===== src/rtl/io_port_arbiter.sv =====
// Round-robin sequencer sharing one bank of digital_io pin cells between NREQ requesters.
// Optional direction-change turnaround cycle: define IO_ARB_TURNAROUND_EN.
module io_port_arbiter #(
  parameter int NREQ  = 2,
  parameter int WIDTH = 8
) (
  input  logic                  clk,
  input  logic                  rst_n,
  input  logic [NREQ-1:0]       req,
  input  logic [NREQ-1:0]       req_dir,
  input  logic [NREQ*WIDTH-1:0] req_mask,
  input  logic [NREQ*WIDTH-1:0] req_wdata,
  output logic [NREQ-1:0]       gnt,
  output logic [NREQ-1:0]       done,
  output logic [WIDTH-1:0]      rdata,
  output logic [WIDTH-1:0]      io_en,
  output logic [WIDTH-1:0]      io_dir,
  output logic [WIDTH-1:0]      io_wdata,
  input  logic [WIDTH-1:0]      io_rdata
);

  localparam int IDX_W = (NREQ > 1) ? $clog2(NREQ) : 1;

  typedef enum logic [2:0] {IDLE, TURN, ACCESS, CAPTURE, DONE} state_t;

  state_t             state;
  logic [IDX_W-1:0]   last, cur_idx, sel_idx, cand;
  logic               sel_found, sel_dir, cur_dir, turn_needed;
  logic [WIDTH-1:0]   sel_mask, sel_wdata, cur_mask, cur_wdata;

`ifdef IO_ARB_TURNAROUND_EN
  logic prev_dir;
`endif

  // Rotating priority: the search starts just after the last winner.
  // NOTE: every always_comb output gets a default first so no latch is inferred.
  always_comb begin
    sel_idx   = last;
    sel_found = 1'b0;
    cand      = '0;
    for (int k = 1; k <= NREQ; k++) begin
      cand = IDX_W'((int'(last) + k) % NREQ);
      if (!sel_found && req[cand]) begin
        sel_found = 1'b1;
        sel_idx   = cand;
      end
    end
    sel_dir   = req_dir[sel_idx];
    sel_mask  = req_mask[int'(sel_idx)*WIDTH +: WIDTH];
    sel_wdata = req_wdata[int'(sel_idx)*WIDTH +: WIDTH];
`ifdef IO_ARB_TURNAROUND_EN
    turn_needed = (sel_dir != prev_dir);
`else
    turn_needed = 1'b0;
`endif
  end

  // NOTE: sequential state uses non-blocking assignments only, so every flop sees pre-edge values.
  always_ff @(posedge clk) begin
    if (!rst_n) begin
      state     <= IDLE;
      gnt       <= '0;
      done      <= '0;
      rdata     <= '0;
      io_en     <= '0;
      io_dir    <= '0;
      io_wdata  <= '0;
      last      <= IDX_W'(NREQ - 1);
      cur_idx   <= '0;
      cur_dir   <= 1'b0;
      cur_mask  <= '0;
      cur_wdata <= '0;
`ifdef IO_ARB_TURNAROUND_EN
      prev_dir  <= 1'b0;
`endif
    end else begin
      gnt  <= '0;
      done <= '0;
      case (state)
        IDLE: begin
          if (sel_found) begin
            cur_idx   <= sel_idx;
            cur_dir   <= sel_dir;
            cur_mask  <= sel_mask;
            cur_wdata <= sel_wdata;
            gnt       <= NREQ'(1) << sel_idx;
            if (turn_needed) begin
              state <= TURN;
              io_en <= '0;
            end else begin
              state    <= ACCESS;
              io_en    <= sel_mask;
              io_dir   <= sel_dir ? sel_mask : '0;
              io_wdata <= sel_wdata & sel_mask;
            end
          end
        end
        TURN: begin
          state    <= ACCESS;
          io_en    <= cur_mask;
          io_dir   <= cur_dir ? cur_mask : '0;
          io_wdata <= cur_wdata & cur_mask;
        end
        ACCESS: begin
          // Pins were sampled/loaded on this edge; drop enables, keep dir/data steady.
          state <= CAPTURE;
          io_en <= '0;
        end
        CAPTURE: begin
          state <= DONE;
          rdata <= io_rdata & cur_mask;
          done  <= NREQ'(1) << cur_idx;
        end
        DONE: begin
          state    <= IDLE;
          last     <= cur_idx;
`ifdef IO_ARB_TURNAROUND_EN
          prev_dir <= cur_dir;
`endif
        end
        default: state <= IDLE;
      endcase
    end
  end

endmodule


===== config.mk =====
export PLATFORM = sky130hd
export DESIGN_NAME = io_port_arbiter
export DESIGN_NICKNAME = d
export VERILOG_FILES = /design/src/rtl/io_port_arbiter.sv
export SDC_FILE = /design/constraint.sdc
export NUM_CORES = 1
export LEC_CHECK = 0
export CAP_MARGIN = 20
export CORE_MARGIN = 1.5
export CORE_UTILIZATION = 45
export CTS_CLUSTER_DIAMETER = 150
export CTS_CLUSTER_SIZE = 20
export DETAILED_ROUTE_END_ITERATION = 12
export PLACE_DENSITY = 0.75
export SLEW_MARGIN = 20
export SYNTH_ARGS = -nofsm -noshare
export SYNTH_HDL_FRONTEND = slang
export SYNTH_SLANG_ARGS = --single-unit

===== constraint.sdc =====
create_clock -name clk -period 2.4 [get_ports clk]
set_input_delay 0.24 -clock clk [delete_from_list [all_inputs] [get_ports clk]]
set_output_delay 0.24 -clock clk [all_outputs]
set_load 0.01 [all_outputs]

==> results.yml, run 1 <==
clock_network:
  cts_buffers: 9
  htree_levels: 3
  clk-insertion-delay-late_ps: 340
  tritoncts: "built"
  post_cts_resize_count: 0
  path_clk_slew_ps: 70
  clock_path_buffers: 2
  hold_buffers: 0
  cts_root_buf: "clkbuf_8"
  cts_sinks: 58
  cts_setup_buffers: 0
synth:
  syn-num-nets: 425
  yosysWarnings: 0
  mappedNetlistArea_um2: 3070
  synth_seq_cells: 58
  synth_cell_types: 32
  synth-seq-area-share_pct: 37.8
  avgSynthCellArea_um2: 8.10
  synthCells: 379
detailed_routing:
  drt_iter0_markers: 325
  drt-total-wl_mm: 8.97
  drt-pass1-iter-count: 8
  drc: 4
  postRouteAntennaNets: 0
  vias_per_cell: 5.91
  drt-wirelength-per-cell_um: 16.9
  via_count: 3131
worst_setup_path:
  slowest_stage: "and2_1"
  crit_fanout: 25
  crit_path_cell_trace: "clkdlybuf4s50_1 > and2_1 > o21ai_0 > a21oi_1 > o221a_2"
  slowest_delay_ps: 760
  endpoint_kind: "flip-flop"
  cp.required_ps: 2680
  ff2ff_path_depth: 4
  worstReg2RegStart: "last"
  worst-r2r-setup-slack_ps: 490
  crit_end: "io_en[0]"
  startpoint: "req[0]"
  crit_path_start_kind: "input port"
  reg2reg_to: "io_en[0]"
  critical_path_class: "input port to flip-flop"
  arrival_ps: 2230
power:
  pwr_density_cell_nw_per_um2: 679
  ir_worst_vdd_mv: 0.374
  leakage_nw: 1.46
outcome:
  outcome: "complete, but fails checks"
  violations: "DRC"
finish:
  layout.cells.most_common: "clkdlybuf4s50_1"
  nets: 494
  drive_gt1_share_pct: 14.8
  area_delta_synth_final_pct: 34.7
  antennaDiodeCount: 0
  most-common-layout-cells: "clkdlybuf4s50_1 (81), nand2_1 (79), dfxtp_1 (58)"
  utilization_pct: 64.0
floorplan:
  rows: 29
  die_w_um: 85.6
  die_area_um2: 7320
  initial_core_util_pct: 47.5
  io_pins: 82
  core_area_um2: 6460
  die_y_um: 85.6
timing:
  setup-violations-final: 0
  rsz0062_at_grt: "false"
  hold_viol_final: 0
  finalCriticalPeriod_ps: 1950
  finalSetupTns_ps: 0
  slew_violations: 0
  worst_clock_skew_ps: 6.41
  post-route-period-util_pct: 81.1
  fmax_mhz: 514
  worstMarginPinSlew_ps: 933
  fin_hold_ws_ps: 449
  relSlewSlack_pct: 37.8
worst_hold_path:
  hold_class: "flip-flop to flip-flop"
  worstHoldPathCells: 2
grt:
  grt_max_degree: 54
  antenna_found_initial: 0
  grt-ovfl-total: 0
  grt_pass1_vias: 2784
  grt_usage_pct: 24.8
  grt_pass1_wl_mm: 14.3
placement:
  gp_congestion: 0.860
  numPortBuffers: 81
  hpwl_mm: 6.08
flow_run:
  cap_viol_max_count: 0
## kinds of logic after synthesis
family | share of synthesized area (%)
AO/OA/AOI/OAI | 33.1
buffers and inverters | 5.91
flip-flops | 37.8
multiplexers | 0.326
AND/OR/NAND/NOR | 22.8
## Yosys cell counts, drive strengths merged
| cell type | instances | area (µm²) |
|---|---|---|
| clkinv | 1 | 3.75 |
| a21bo | 1 | 10.0 |
| and3 | 3 | 18.8 |
| o21ai | 25 | 125 |
| a221oi | 16 | 221 |
| a21oi | 50 | 262 |
| or2 | 2 | 12.5 |
| mux2i | 1 | 10.0 |
| a311oi | 17 | 249 |
| buf | 20 | 129 |
| o21bai | 8 | 60.1 |
| clkbuf | 13 | 48.8 |
| dfxtp | 58 | 1160 |
| nand3 | 16 | 80.1 |
| o221a | 8 | 90.1 |
| or3 | 1 | 6.26 |
| nor4 | 1 | 21.3 |
| nand2 | 80 | 303 |
| nand2b | 3 | 18.8 |
| nor2 | 36 | 143 |
| nor3 | 18 | 90.1 |
| and2 | 1 | 6.26 |
## power breakdown
part	internal, mW	leakage [nW]	total [mW]	switching [mW]
Sequential	1.04	0.476	1.12	0.0786
Combinational	0.289	0.867	0.598	0.309
Clock	0.689	0.114	1.08	0.395
## critical path, delay by kind of cell
kind | cells | cell delay, ps
simple gates | 1 | 760
compound gates | 3 | 690
buf+inv | 1 | 530
## per-layer routing
layer,global-route usage (%),routed length (µm),up-vias
li1,-,-,1508
met2,39.9,4330,126
met3,3.56,497,16
met4,9.82,204,0
met1,33.5,3930,1481
met5,0,0,-
## how the worst min path moves through the flow
stage                         from  endpoint  slack [ps]
after floorplan              rst_n    gnt[1]         390
after global placement    rdata[3]  rdata[3]         440
after detailed placement  rdata[3]  rdata[3]         450
after CTS                 rdata[3]  rdata[3]         450
after global routing      rdata[5]  rdata[5]         470
final                     rdata[3]  rdata[3]         450
## registers in the layout, summed over array words and instances (netlist names)
register / flops
rdata: 8
io_dir: 8
state: 3
io_en: 8
cur_idx: 1
cur_wdata: 8
cur_mask: 8
last: 1
io_wdata: 8
done: 2
gnt: 2
cur_dir: 1
## stage by stage
stage / instance area [µm²] / setup WS [ps] / instances / power [mW]
5_1_grt: 4130 / 314 / 530 / 2.92
4_1_cts: 4130 / 489 / 530 / 2.81
3_3_place_gp: 3900 / 198 / 514 / 1.73
2_1_floorplan: 3070 / 918 / 379 / 1.48
6_report: 4130 / 454 / 530 / 2.80
3_5_place_dp: 3900 / 149 / 514 / 1.74
## layout make-up
| class | count | area (µm²) |
|---|---|---|
| Timing Repair Buffer | 91 | 911 |
| Inverter | 1 | 3.75 |
| Clock buffer | 11 | 131 |
| Sequential cell | 58 | 1160 |
| Tap cell | 77 | 96.3 |
| Clock inverter | 5 | 103 |
| Multi-Input combinational cell | 287 | 1730 |
| Fill cell | 563 | 2330 |
Power figures use the tool's default switching activity.
==> run 2, diff against run 1 <==
- CORE_UTILIZATION: 45 -> 44
- PLACE_DENSITY: 0.75 -> 0.77
- clock period: 2.4 -> 1.59 ns (I/O delays scaled with it)
==> results.yml, run 2 (synthesis gave the netlist of run 1 again) <==
clock_network:
  hold_buffers: 0
  tritoncts: "built"
  cts_sinks: 58
  clock_path_buffers: 2
  path_clk_slew_ps: 70
  cts_root_buf: "clkbuf_8"
  cts_buffers: 9
  htree_levels: 3
  clk-insertion-delay-late_ps: 340
placement:
  placed_cells: 554
  gp_congestion: 0.905
  numPortBuffers: 81
  hpwl_mm: 6.86
worst_setup_path:
  crit_path_start_kind: "flip-flop"
  critical_path_class: "flip-flop to flip-flop"
  slowest_stage: "dfxtp_1"
  crit_path_cell_trace: "buf_4 > or2_1 > buf_12 > nand2_4 > nand2_1 > a311oi_2"
  slowest_delay_ps: 340
  cp_num_buf_inv: 2
  startpoint: "last"
  worstReg2RegStart: "last"
  endpoint_kind: "flip-flop"
  crit_family: "simple AND/OR/NAND/NOR gates"
  arrival_ps: 1780
  crit_fanout: 25
  cp.required_ps: 1840
floorplan:
  die_w_um: 86.5
  core_area_um2: 6760
  die_area_um2: 7490
  io_pins: 82
  die_y_um: 86.5
  initial_core_util_pct: 45.4
  rows: 30
outcome:
  outcome: "finished clean"
finish:
  antennaDiodeCount: 0
  most-common-layout-cells: "nand2_1 (79), clkdlybuf4s50_1 (79), dfxtp_1 (57)"
  drive_gt1_share_pct: 24.1
  nets: 539
  final_cells: 578
  nFillCells: 576
  area_delta_synth_final_pct: 48.1
power:
  switching_share_pct: 31.0
  p_int_mw: 2.86
  clockPowerShare_pct: 32.7
  seqPwrFrac_pct: 41.0
  comb_power_share_pct: 26.3
  pwr_density_cell_nw_per_um2: 913
  p_switching_mw: 1.28
  leakage_nw: 1.71
  ir_worst_vdd_mv: 0.579
grt:
  grt_pass1_wl_mm: 15.4
  grt_pass1_vias: 3222
  grt-ovfl-total: 0
  grt_max_degree: 45
  antenna_found_initial: 0
  grt_usage_pct: 26.6
detailed_routing:
  drt_iter0_markers: 274
  drc: 0
  postRouteAntennaNets: 0
  drt-pass1-iter-count: 7
  drt-wirelength-per-cell_um: 17.7
  drt-total-wl_mm: 10.2
  via_count: 3454
  vias_per_cell: 5.98
worst_hold_path:
  hold_start: "io_rdata[3]"
  hold_class: "input port to flip-flop"
timing:
  finalSetupTns_ps: 0
  slew_violations: 0
  rsz0062_at_grt: "true"
  finalCriticalPeriod_ps: 1530
  worstMarginPinSlew_ps: 417
  fmax_mhz: 655
  hold_viol_final: 0
  worst_clock_skew_ps: 7.42
  post-route-period-util_pct: 96.0
  relSlewSlack_pct: 72.1
  setup-violations-final: 0
flow_run:
  cap_viol_max_count: 0
run 2: changes by cell type in the layout (fill, tap and decap cells not counted), sizes merged:
cell           before  now
clkinvlp            1    2
clkdlybuf4s50      81   79
bufinv              3    1
inv                 0    1
buf                10   53
dlymetal6s2s        0    2
clkinv              2    4
run 2: layout make-up:
type,count,area (µm²),area share [%]
Clock buffer,9,124,2.73
Timing Repair Buffer,136,1330,29.4
Clock inverter,7,68.8,1.51
Sequential cell,58,1160,25.6
Tap cell,80,100,2.20
Multi-Input combinational cell,287,1750,38.5
Inverter,1,3.75,0.0826
run 2: power by group through the flow:
stage | Clock, mW | Combinational [mW] | Sequential [mW]
final | 1.35 | 1.09 | 1.70
after global routing | 1.42 | 1.16 | 1.71
after detailed placement | 0 | 1.00 | 1.73
after floorplan | 0 | 0.528 | 1.71
after CTS | 1.37 | 1.01 | 1.70
after global placement | 0 | 0.977 | 1.72
run 2: path summary, 6_finish.rpt:
path,to,slack (ps),depth (start not counted)
max,cur_wdata[2],60,6
min,rdata[3],390,3
max reg2reg,cur_wdata[2],60,6
min reg2reg,rdata[6],450,2
run 2: worst reg2reg max path, delay by kind of cell, from the launching register on:
kind | cells | cell delay, ps
buffers and inverters | 2 | 320
flip-flops | 1 | 340
AND/OR/NAND/NOR | 3 | 500
AO/OA/AOI/OAI | 1 | 270
run 2: timing repair:
item | 4_1_cts | 5_1_grt
gates resized for setup | 4 | 9
gates cloned | 0 | 2
setup buffers | 0 | 6
pin swaps | 0 | 2
setup endpoints to repair | 43 | 31
run 2: layer usage:
metal	GRT usage, %	routed length (µm)	vias up
met5	0	0	-
met4	11.9	256	0
met3	4.10	739	23
met1	32.3	4120	1647
li1	-	-	1601
met2	46.2	5100	183
run 2: metrics by stage:
stage                     area, µm²  total power [mW]  hold slack (ps)  utilization, %  setup WS (ps)
after floorplan                3070              2.24              305               -            108
after global placement         4220              2.70              440            62.4           -647
after detailed placement       4220              2.73              446            62.4           -691
after CTS                      4420              4.07              381            65.5           8.48
after global routing           4540              4.30              394            67.3          -17.3
final                          4540              4.15              394            67.3           62.9
